$ cat src/rtl/ialu_req_issuer_pkg.sv
`default_nettype none
// ============================================================================
// Module      : ialu_req_issuer_pkg
// Description : Shared types for the IALU request issuer. Holds the IALU
//               command encoding, the set of mul/div (RVM) commands with
//               the is_rvm_cmd() helper, and the issuer FSM state type.
// Revision    : 1.0 - initial release
// ============================================================================
package ialu_req_issuer_pkg;

    // Width of the IALU command field.
    localparam int CMD_W = 5;

    // IALU command encoding (SCR1 ordering; mul/div group at the top).
    typedef enum logic [CMD_W-1:0] {
        SCR1_IALU_CMD_NONE    = 5'd0,
        SCR1_IALU_CMD_AND     = 5'd1,
        SCR1_IALU_CMD_OR      = 5'd2,
        SCR1_IALU_CMD_XOR     = 5'd3,
        SCR1_IALU_CMD_ADD     = 5'd4,
        SCR1_IALU_CMD_SUB     = 5'd5,
        SCR1_IALU_CMD_SUB_LT  = 5'd6,
        SCR1_IALU_CMD_SUB_LTU = 5'd7,
        SCR1_IALU_CMD_SUB_EQ  = 5'd8,
        SCR1_IALU_CMD_SUB_NE  = 5'd9,
        SCR1_IALU_CMD_SUB_GE  = 5'd10,
        SCR1_IALU_CMD_SUB_GEU = 5'd11,
        SCR1_IALU_CMD_SLL     = 5'd12,
        SCR1_IALU_CMD_SRL     = 5'd13,
        SCR1_IALU_CMD_SRA     = 5'd14,
        SCR1_IALU_CMD_MUL     = 5'd15,
        SCR1_IALU_CMD_MULHU   = 5'd16,
        SCR1_IALU_CMD_MULHSU  = 5'd17,
        SCR1_IALU_CMD_MULH    = 5'd18,
        SCR1_IALU_CMD_DIV     = 5'd19,
        SCR1_IALU_CMD_DIVU    = 5'd20,
        SCR1_IALU_CMD_REM     = 5'd21,
        SCR1_IALU_CMD_REMU    = 5'd22
    } type_scr1_ialu_cmd_sel_e;

    // Issuer FSM states.
    typedef enum logic [1:0] {
        ST_IDLE = 2'd0,
        ST_EXEC = 2'd1,
        ST_RESP = 2'd2
    } type_issuer_state_e;

    // True for commands executed by the multi-cycle mul/div unit, which
    // need the request-valid/result-ready handshake.
    function automatic logic is_rvm_cmd(input type_scr1_ialu_cmd_sel_e cmd);
        logic r;
        case (cmd)
            SCR1_IALU_CMD_MUL,
            SCR1_IALU_CMD_MULH,
            SCR1_IALU_CMD_MULHSU,
            SCR1_IALU_CMD_MULHU,
            SCR1_IALU_CMD_DIV,
            SCR1_IALU_CMD_DIVU,
            SCR1_IALU_CMD_REM,
            SCR1_IALU_CMD_REMU:  r = 1'b1;
            default:             r = 1'b0;
        endcase
        return r;
    endfunction

endpackage
`default_nettype wire

$ cat src/rtl/ialu_req_issuer_if.sv
`default_nettype none
// ============================================================================
// Module      : ialu_req_issuer_if
// Description : Bundle of all issuer handshake/bus signals.
//               Upstream request : in_vd, in_rdy, in_cmd, in_op1, in_op2
//               Response         : out_vd, out_rdy, out_res, out_cmp, out_err
//               IALU side        : ialu_rvm_cmd_vd_o, ialu_cmd_o,
//                                  ialu_main_op1_o, ialu_main_op2_o,
//                                  ialu_main_res_i, ialu_cmp_res_i,
//                                  ialu_rvm_res_rdy_i
//               Modport slave is taken by the issuer; master by its
//               environment (requester, response sink and IALU).
// Revision    : 1.0 - initial release
// ============================================================================
interface ialu_req_issuer_if
    import ialu_req_issuer_pkg::*;
#(
    parameter int XLEN = 32
);
    logic                    in_vd;
    logic                    in_rdy;
    type_scr1_ialu_cmd_sel_e in_cmd;
    logic [XLEN-1:0]         in_op1;
    logic [XLEN-1:0]         in_op2;

    logic                    out_vd;
    logic                    out_rdy;
    logic [XLEN-1:0]         out_res;
    logic                    out_cmp;
    logic                    out_err;

    logic                    ialu_rvm_cmd_vd_o;
    type_scr1_ialu_cmd_sel_e ialu_cmd_o;
    logic [XLEN-1:0]         ialu_main_op1_o;
    logic [XLEN-1:0]         ialu_main_op2_o;
    logic [XLEN-1:0]         ialu_main_res_i;
    logic                    ialu_cmp_res_i;
    logic                    ialu_rvm_res_rdy_i;

    modport slave (
        input  in_vd, in_cmd, in_op1, in_op2, out_rdy,
               ialu_main_res_i, ialu_cmp_res_i, ialu_rvm_res_rdy_i,
        output in_rdy, out_vd, out_res, out_cmp, out_err,
               ialu_rvm_cmd_vd_o, ialu_cmd_o, ialu_main_op1_o, ialu_main_op2_o
    );

    modport master (
        output in_vd, in_cmd, in_op1, in_op2, out_rdy,
               ialu_main_res_i, ialu_cmp_res_i, ialu_rvm_res_rdy_i,
        input  in_rdy, out_vd, out_res, out_cmp, out_err,
               ialu_rvm_cmd_vd_o, ialu_cmd_o, ialu_main_op1_o, ialu_main_op2_o
    );

endinterface
`default_nettype wire

$ cat src/rtl/ialu_req_issuer.sv
`default_nettype none
// ============================================================================
// Module      : ialu_req_issuer
// Description : Issues one IALU operation at a time. A request accepted in
//               IDLE is registered onto the IALU command/operand lines and
//               held through EXEC. Plain ALU commands complete in a single
//               EXEC cycle; mul/div commands assert ialu_rvm_cmd_vd_o until
//               ialu_rvm_res_rdy_i pulses or TIMEOUT_CYC EXEC cycles elapse
//               (timeout response: out_err=1, out_res=0, out_cmp=0). The
//               result is held in RESP until out_vd & out_rdy.
// Ports       : clk     - clock, rising edge
//               rst_n   - synchronous active-low reset
//               io_bus  - ialu_req_issuer_if.slave (request, response, IALU)
// Parameters  : XLEN        - operand/result width (must match io_bus)
//               TIMEOUT_CYC - mul/div wait limit in cycles, 2..255
// Revision    : 1.0 - initial release
// ============================================================================
module ialu_req_issuer
    import ialu_req_issuer_pkg::*;
#(
    parameter int XLEN        = 32,
    parameter int TIMEOUT_CYC = 40
)(
    input  wire logic          clk,
    input  wire logic          rst_n,
    ialu_req_issuer_if.slave   io_bus
);

    localparam logic [7:0] c_TIMEOUT = 8'(TIMEOUT_CYC);

    type_issuer_state_e      r_state;
    type_issuer_state_e      w_state_nxt;

    type_scr1_ialu_cmd_sel_e r_cmd;
    logic [XLEN-1:0]         r_op1;
    logic [XLEN-1:0]         r_op2;
    logic [XLEN-1:0]         r_res;
    logic                    r_cmp;
    logic                    r_err;
    logic [7:0]              r_wait_cnt;

    logic                    w_in_rdy;
    logic                    w_out_vd;
    logic                    w_rvm_vd;
    logic                    w_accept;
    logic                    w_resp_hs;
    logic                    w_exec;
    logic                    w_rvm;
    logic                    w_capture;
    logic                    w_timeout;
    logic                    w_wait;
    logic [7:0]              w_cnt_inc;

    assign w_accept  = (r_state == ST_IDLE) && io_bus.in_vd;
    assign w_resp_hs = (r_state == ST_RESP) && io_bus.out_rdy;
    assign w_exec    = (r_state == ST_EXEC);
    assign w_rvm     = is_rvm_cmd(r_cmd);

    // Plain commands capture on the first EXEC cycle; mul/div commands
    // capture only on the result-ready pulse, so res_rdy in any other
    // state or for a plain command has no effect.
    assign w_capture = w_exec && (!w_rvm || io_bus.ialu_rvm_res_rdy_i);
    assign w_wait    = w_exec &&  w_rvm && !io_bus.ialu_rvm_res_rdy_i;
    assign w_cnt_inc = r_wait_cnt + 8'd1;
    // The timeout is only taken on a waiting cycle, so a result arriving
    // on the final allowed cycle takes priority over the error.
    assign w_timeout = w_wait && (w_cnt_inc == c_TIMEOUT);

    // ------------------------------------------------------------------
    // FSM
    // ------------------------------------------------------------------
    always_ff @(posedge clk) begin
        if (!rst_n) begin
            r_state <= ST_IDLE;
        end else begin
            r_state <= w_state_nxt;
        end
    end

    always_comb begin
        w_state_nxt = r_state;
        w_in_rdy    = 1'b0;
        w_out_vd    = 1'b0;
        w_rvm_vd    = 1'b0;
        case (r_state)
            ST_IDLE: begin
                w_in_rdy = 1'b1;
                if (io_bus.in_vd) begin
                    w_state_nxt = ST_EXEC;
                end
            end
            ST_EXEC: begin
                w_rvm_vd = w_rvm;
                if (w_capture || w_timeout) begin
                    w_state_nxt = ST_RESP;
                end
            end
            ST_RESP: begin
                w_out_vd = 1'b1;
                if (io_bus.out_rdy) begin
                    w_state_nxt = ST_IDLE;
                end
            end
            default: begin
                w_state_nxt = ST_IDLE;
            end
        endcase
    end

    // ------------------------------------------------------------------
    // Command/operand hold, wait counter and response capture
    // ------------------------------------------------------------------
    always_ff @(posedge clk) begin
        if (!rst_n) begin
            r_cmd      <= SCR1_IALU_CMD_NONE;
            r_op1      <= '0;
            r_op2      <= '0;
            r_res      <= '0;
            r_cmp      <= 1'b0;
            r_err      <= 1'b0;
            r_wait_cnt <= 8'd0;
        end else begin
            if (w_accept) begin
                r_cmd      <= io_bus.in_cmd;
                r_op1      <= io_bus.in_op1;
                r_op2      <= io_bus.in_op2;
                r_wait_cnt <= 8'd0;
            end else if (w_resp_hs) begin
                // Return the IALU lines and response fields to zero so
                // nothing stale is presented while idle.
                r_cmd <= SCR1_IALU_CMD_NONE;
                r_op1 <= '0;
                r_op2 <= '0;
                r_res <= '0;
                r_cmp <= 1'b0;
                r_err <= 1'b0;
            end

            if (w_wait) begin
                r_wait_cnt <= w_cnt_inc;
            end

            if (w_capture) begin
                r_res <= io_bus.ialu_main_res_i;
                r_cmp <= io_bus.ialu_cmp_res_i;
                r_err <= 1'b0;
            end else if (w_timeout) begin
                r_res <= '0;
                r_cmp <= 1'b0;
                r_err <= 1'b1;
            end
        end
    end

    // ------------------------------------------------------------------
    // Outputs
    // ------------------------------------------------------------------
    assign io_bus.in_rdy            = w_in_rdy;
    assign io_bus.out_vd            = w_out_vd;
    assign io_bus.out_res           = r_res;
    assign io_bus.out_cmp           = r_cmp;
    assign io_bus.out_err           = r_err;
    assign io_bus.ialu_rvm_cmd_vd_o = w_rvm_vd;
    assign io_bus.ialu_cmd_o        = r_cmd;
    assign io_bus.ialu_main_op1_o   = r_op1;
    assign io_bus.ialu_main_op2_o   = r_op2;

endmodule
`default_nettype wire

$ cat src/flat_wrapper.sv
// flat-port wrapper written by rule: the top's interface ports become plain ports
module ialu_req_issuer_flat import ialu_req_issuer_pkg::*;
#(
    parameter int XLEN        = 32,
    parameter int TIMEOUT_CYC = 40
)
  (clk, rst_n, io_bus_in_vd, io_bus_in_cmd, io_bus_in_op1, io_bus_in_op2, io_bus_out_rdy, io_bus_ialu_main_res_i, io_bus_ialu_cmp_res_i, io_bus_ialu_rvm_res_rdy_i, io_bus_in_rdy, io_bus_out_vd, io_bus_out_res, io_bus_out_cmp, io_bus_out_err, io_bus_ialu_rvm_cmd_vd_o, io_bus_ialu_cmd_o, io_bus_ialu_main_op1_o, io_bus_ialu_main_op2_o);
  ialu_req_issuer_if #(.XLEN(XLEN)) io_bus_i ();
  input  wire logic clk;
  input  wire logic rst_n;
  input wire logic [$bits(io_bus_i.in_vd)-1:0] io_bus_in_vd;
  input wire logic [$bits(io_bus_i.in_cmd)-1:0] io_bus_in_cmd;
  input wire logic [$bits(io_bus_i.in_op1)-1:0] io_bus_in_op1;
  input wire logic [$bits(io_bus_i.in_op2)-1:0] io_bus_in_op2;
  input wire logic [$bits(io_bus_i.out_rdy)-1:0] io_bus_out_rdy;
  input wire logic [$bits(io_bus_i.ialu_main_res_i)-1:0] io_bus_ialu_main_res_i;
  input wire logic [$bits(io_bus_i.ialu_cmp_res_i)-1:0] io_bus_ialu_cmp_res_i;
  input wire logic [$bits(io_bus_i.ialu_rvm_res_rdy_i)-1:0] io_bus_ialu_rvm_res_rdy_i;
  output wire logic [$bits(io_bus_i.in_rdy)-1:0] io_bus_in_rdy;
  output wire logic [$bits(io_bus_i.out_vd)-1:0] io_bus_out_vd;
  output wire logic [$bits(io_bus_i.out_res)-1:0] io_bus_out_res;
  output wire logic [$bits(io_bus_i.out_cmp)-1:0] io_bus_out_cmp;
  output wire logic [$bits(io_bus_i.out_err)-1:0] io_bus_out_err;
  output wire logic [$bits(io_bus_i.ialu_rvm_cmd_vd_o)-1:0] io_bus_ialu_rvm_cmd_vd_o;
  output wire logic [$bits(io_bus_i.ialu_cmd_o)-1:0] io_bus_ialu_cmd_o;
  output wire logic [$bits(io_bus_i.ialu_main_op1_o)-1:0] io_bus_ialu_main_op1_o;
  output wire logic [$bits(io_bus_i.ialu_main_op2_o)-1:0] io_bus_ialu_main_op2_o;
  assign io_bus_i.in_vd = io_bus_in_vd;
  assign io_bus_i.in_cmd = io_bus_in_cmd;
  assign io_bus_i.in_op1 = io_bus_in_op1;
  assign io_bus_i.in_op2 = io_bus_in_op2;
  assign io_bus_i.out_rdy = io_bus_out_rdy;
  assign io_bus_i.ialu_main_res_i = io_bus_ialu_main_res_i;
  assign io_bus_i.ialu_cmp_res_i = io_bus_ialu_cmp_res_i;
  assign io_bus_i.ialu_rvm_res_rdy_i = io_bus_ialu_rvm_res_rdy_i;
  assign io_bus_in_rdy = io_bus_i.in_rdy;
  assign io_bus_out_vd = io_bus_i.out_vd;
  assign io_bus_out_res = io_bus_i.out_res;
  assign io_bus_out_cmp = io_bus_i.out_cmp;
  assign io_bus_out_err = io_bus_i.out_err;
  assign io_bus_ialu_rvm_cmd_vd_o = io_bus_i.ialu_rvm_cmd_vd_o;
  assign io_bus_ialu_cmd_o = io_bus_i.ialu_cmd_o;
  assign io_bus_ialu_main_op1_o = io_bus_i.ialu_main_op1_o;
  assign io_bus_ialu_main_op2_o = io_bus_i.ialu_main_op2_o;
  ialu_req_issuer #(.XLEN(XLEN), .TIMEOUT_CYC(TIMEOUT_CYC)) u_core (.clk(clk), .rst_n(rst_n), .io_bus(io_bus_i));
endmodule
$ cat config.mk
export PLATFORM = sky130hd
export DESIGN_NAME = ialu_req_issuer_flat
export DESIGN_NICKNAME = d
export VERILOG_FILES = /design/src/rtl/ialu_req_issuer_pkg.sv /design/src/rtl/ialu_req_issuer_if.sv /design/src/rtl/ialu_req_issuer.sv /design/src/flat_wrapper.sv
export SDC_FILE = /design/constraint.sdc
export NUM_CORES = 1
export LEC_CHECK = 0
export BUFFER_PORTS_ARGS = -buffer_cell sky130_fd_sc_hd__buf_2
export CORE_MARGIN = 2
export CORE_UTILIZATION = 40
export CTS_CLUSTER_DIAMETER = 150
export DETAILED_ROUTE_END_ITERATION = 10
export PLACE_DENSITY = 0.75
export SYNTH_ARGS = -nofsm -noshare
export SYNTH_HDL_FRONTEND = slang
export SYNTH_SLANG_ARGS = --single-unit
$ cat constraint.sdc
create_clock -name clk -period 1.67 [get_ports clk]
set_input_delay 0.0835 -clock clk [delete_from_list [all_inputs] [get_ports clk]]
set_output_delay 0.0835 -clock clk [all_outputs]
set_load 0.005 [all_outputs]
==> results.py <==
metrics = {
    "status": {
        "status": "finished, violations left",
        "violations": "negative setup slack",
    },
    "floorplanning": {
        "core_um2": 9820,
        "design.die.area_um2": 11000,
        "die_h_um": 105,
        "die_x_um": 105,
        "rows": 36,
        "start_util_pct": 41.4,
        "ios": 213,
    },
    "sta": {
        "setup_viol": 33,
        "setup-tns-final_ps": -1360,
        "finalCriticalPeriod_ps": 1730,
        "max_freq_ghz": 0.577,
        "slew_headroom_pct": 63.0,
        "tightest_slew_ps": 553,
        "period_share_pct": 104,
        "fin_worst_skew_ps": 9.31,
        "hold_violations": 0,
        "slew_viol_final": 0,
        "setup_ws_ps": -61.8,
        "grt_setup_unrepaired": "yes",
    },
    "synthesis": {
        "synth_area_um2": 4070,
        "synth_compound_area_share_pct": 25.0,
        "ys_seq_area_share_pct": 56.1,
        "synthXorXnorAreaFrac_pct": 0.400,
        "synth_edf_count": 0,
        "synth_fa_ha_area_share_pct": 0.308,
        "synth-simple-area-share_pct": 13.0,
        "ys_warn_count": 0,
        "ys_types": 48,
        "synth_top_family_by_area": "compound AO/OA/AOI/OAI gates",
        "synth_cells": 408,
        "synth_async_sr_flop_share_pct": 0,
        "synth_seq_cells": 114,
        "synth_nets": 516,
        "ys_dominant_reg_cell": "dfxtp_1",
        "synth.area.mux_share_pct": 0.246,
        "syn_avg_cell_area_um2": 9.97,
    },
    "final_layout": {
        "synthToLayoutAreaGrowth_pct": 76.1,
        "fin_nets": 854,
        "fin_util_pct": 72.9,
        "antenna_cells": 0,
        "layoutNonFillerInstCount": 891,
        "fillers": 674,
        "layout-drive-gt1-share_pct": 39.6,
        "seq_area_um2": 2290,
        "multiInputGateArea_um2": 1670,
    },
    "drt": {
        "finalWirelength_um": 14100,
        "drtIter0Drc": 336,
        "dr.pass1.iters": 5,
        "drtAntennaViolNets": 0,
        "dr_total_vias": 4596,
        "avgViaCountPerCell": 5.16,
        "avgRoutedWirePerCell_um": 15.8,
        "drc": 0,
    },
    "critical_path": {
        "critPathRequiredTime_ps": 2050,
        "rr_worst_depth": 8,
        "ff2ff_setup_slack_ps": -60,
        "crit_fanout": 13,
        "rr_endpoint": "u_core.io_bus.out_res[18]",
        "cp.arrival_ps": 2110,
        "r2r-start": "u_core.r_wait_cnt[0]",
        "crit_path_end_kind": "flop",
        "start_kind": "flop",
        "setup.worst_path.class": "flop to flop",
    },
    "global_routing": {
        "grt_pass1_vias": 4609,
        "grt.total_usage_pct": 24.9,
        "antenna_found_initial": 0,
        "grt_max_degree": 65,
        "grt_pass1_wl_um": 22300,
        "overflow": 0,
    },
    "clock_network": {
        "htreeDepth": 4,
        "clock-root-buffer": "clkbuf_8",
        "cts_tree": "built",
        "clk-insertion-delay-late_ps": 500,
        "cts.path.max_buffers": 2,
        "cts.sinks": 114,
        "numCtsBuffers": 17,
        "path_clk_slew_ps": 50,
    },
    "worst_hold_path": {
        "hp-class": "primary input to flop",
        "holdPathEnd": "u_core.io_bus.ialu_cmd_o[3]",
        "hp-start": "io_bus_in_cmd[3]",
        "whs_path_depth": 5,
    },
    "place": {
        "io_buffers": 212,
        "place_inst": 747,
        "place.gp.congestion": 0.799,
        "hpwl_um": 7620,
    },
    "pwr": {
        "ir_drop_uv": 539,
        "powerDensity_nw_per_um2": 1060,
        "p_leak_nw": 3.35,
        "finalPower_mw": 7.59,
    },
    "flow_run": {
        "drv_cap": 0,
    },
}
==> synthesized netlist by cell type, types with 2 or more instances <==
cell | n | area share, %
inv_1 | 3 | 0.28
nor4_1 | 2 | 0.31
and2_1 | 2 | 0.31
buf_6 | 3 | 0.83
dlymetal6s2s_1 | 2 | 0.62
a22o_1 | 34 | 7.3
buf_1 | 3 | 0.28
clkbuf_1 | 16 | 1.5
buf_2 | 6 | 0.74
nand3b_1 | 2 | 0.37
o21ai_0 | 7 | 0.86
nor2_1 | 83 | 7.7
nor3b_1 | 2 | 0.37
a22oi_1 | 65 | 12
nor2b_1 | 5 | 0.77
nand2_1 | 10 | 0.92
dfxtp_1 | 114 | 56
a21oi_1 | 12 | 1.5
nor3_1 | 5 | 0.62
nand3_1 | 4 | 0.49
==> per-layer routing <==
| layer | vias to the layer above | track usage, % | wire, µm | share of wire, % |
|---|---|---|---|---|
| met5 | - | 0 | 0 | 0 |
| met4 | 0 | 10.8 | 323 | 2.3 |
| met3 | 27 | 7.80 | 1200 | 8.5 |
| met2 | 252 | 42.9 | 6960 | 49 |
| met1 | 2152 | 28.4 | 5620 | 40 |
| li1 | 2165 | - | - | - |
==> logic make-up after synthesis <==
family	Yosys count
AO/OA/AOI/OAI	133
XOR/XNOR	1
adder cells (fa/ha/maj)	1
buffers and inverters	37
flip-flops	114
multiplexers	1
AND/OR/NAND/NOR	121
==> worst max path at each step <==
stage | from | endpoint | slack [ps] | depth (start not counted)
floorplan | u_core.r_wait_cnt[1] | u_core.io_bus.out_res[10] | 10 | 7
finish | u_core.r_wait_cnt[0] | u_core.io_bus.out_res[18] | -60 | 8
CTS | u_core.r_wait_cnt[0] | u_core.io_bus.out_res[11] | -30 | 8
global placement | u_core.r_wait_cnt[0] | u_core.io_bus.out_res[14] | -340 | 6
global route | u_core.r_wait_cnt[0] | u_core.io_bus.out_res[18] | -130 | 8
detailed placement | u_core.r_wait_cnt[1] | u_core.io_bus.out_res[20] | -370 | 6
==> worst max-delay path: stages, from the launching register on <==
cell      delay [ps]
dfxtp_4          370
ha_4             140
nand3_4           80
buf_6            140
o21ai_2          120
o2111a_2         320
a21oi_4          100
buf_12           180
a22o_1           190
==> registers in the layout, summed over array words and instances (netlist names) <==
name	count
u_core.io_bus.ialu_main_op1_o	32
u_core.io_bus.out_res	32
u_core.r_wait_cnt	8
u_core.io_bus.ialu_cmd_o	5
u_core.io_bus.ialu_main_op2_o	32
u_core.io_bus.out_err	1
u_core.r_state	2
u_core.io_bus.out_cmp	1
u_core.w_rvm	1
==> per-stage QoR <==
step	hold WS (ps)	instance area (µm²)	setup WS (ps)
after floorplan	214	4080	14.2
after global placement	299	5350	-338
after detailed placement	303	5350	-375
after CTS	57.8	7100	-29.6
after global routing	101	7160	-125
final	106	7160	-61.8
==> report_power, final <==
part / internal (mW) / switching, mW / total [mW]
Sequential: 2.88 / 0.0945 / 2.98
Clock: 2.38 / 1.20 / 3.58
Combinational: 0.567 / 0.463 / 1.03
==> final cells by class <==
class                           instances  area share, %
Clock buffer                           22           6.47
Clock inverter                          9           1.82
Inverter                                5          0.262
Multi-Input combinational cell        258           23.3
Sequential cell                       114           32.0
Tap cell                              133           2.32
Timing Repair Buffer                  350           33.8
==> placed cells by master, fill, tap and decap left out, types with 6 or more instances in the layout <==
master         synthesis  layout
buf_2                  6     212
nand2_1               10      10
dfxtp_1              114     110
buf_4                  0      27
dlygate4sd3_1          0     103
o21ai_0                7       6
nor2_1                83      82
a21oi_1               12      12
a22o_1                34      34
a22oi_1               65      65
clkbuf_16              0      16
==> repair_timing <==
item | 4_1_cts | 5_1_grt
gates cloned | 1 | 0
hold buffers | 103 | 0
gates resized for setup | 12 | 8
endpoints found under the hold margin | 109 | 0
setup buffers | 6 | 3
pin swaps | 4 | 1
setup endpoints to repair | 33 | 50
(Power assumes the default switching activity.)
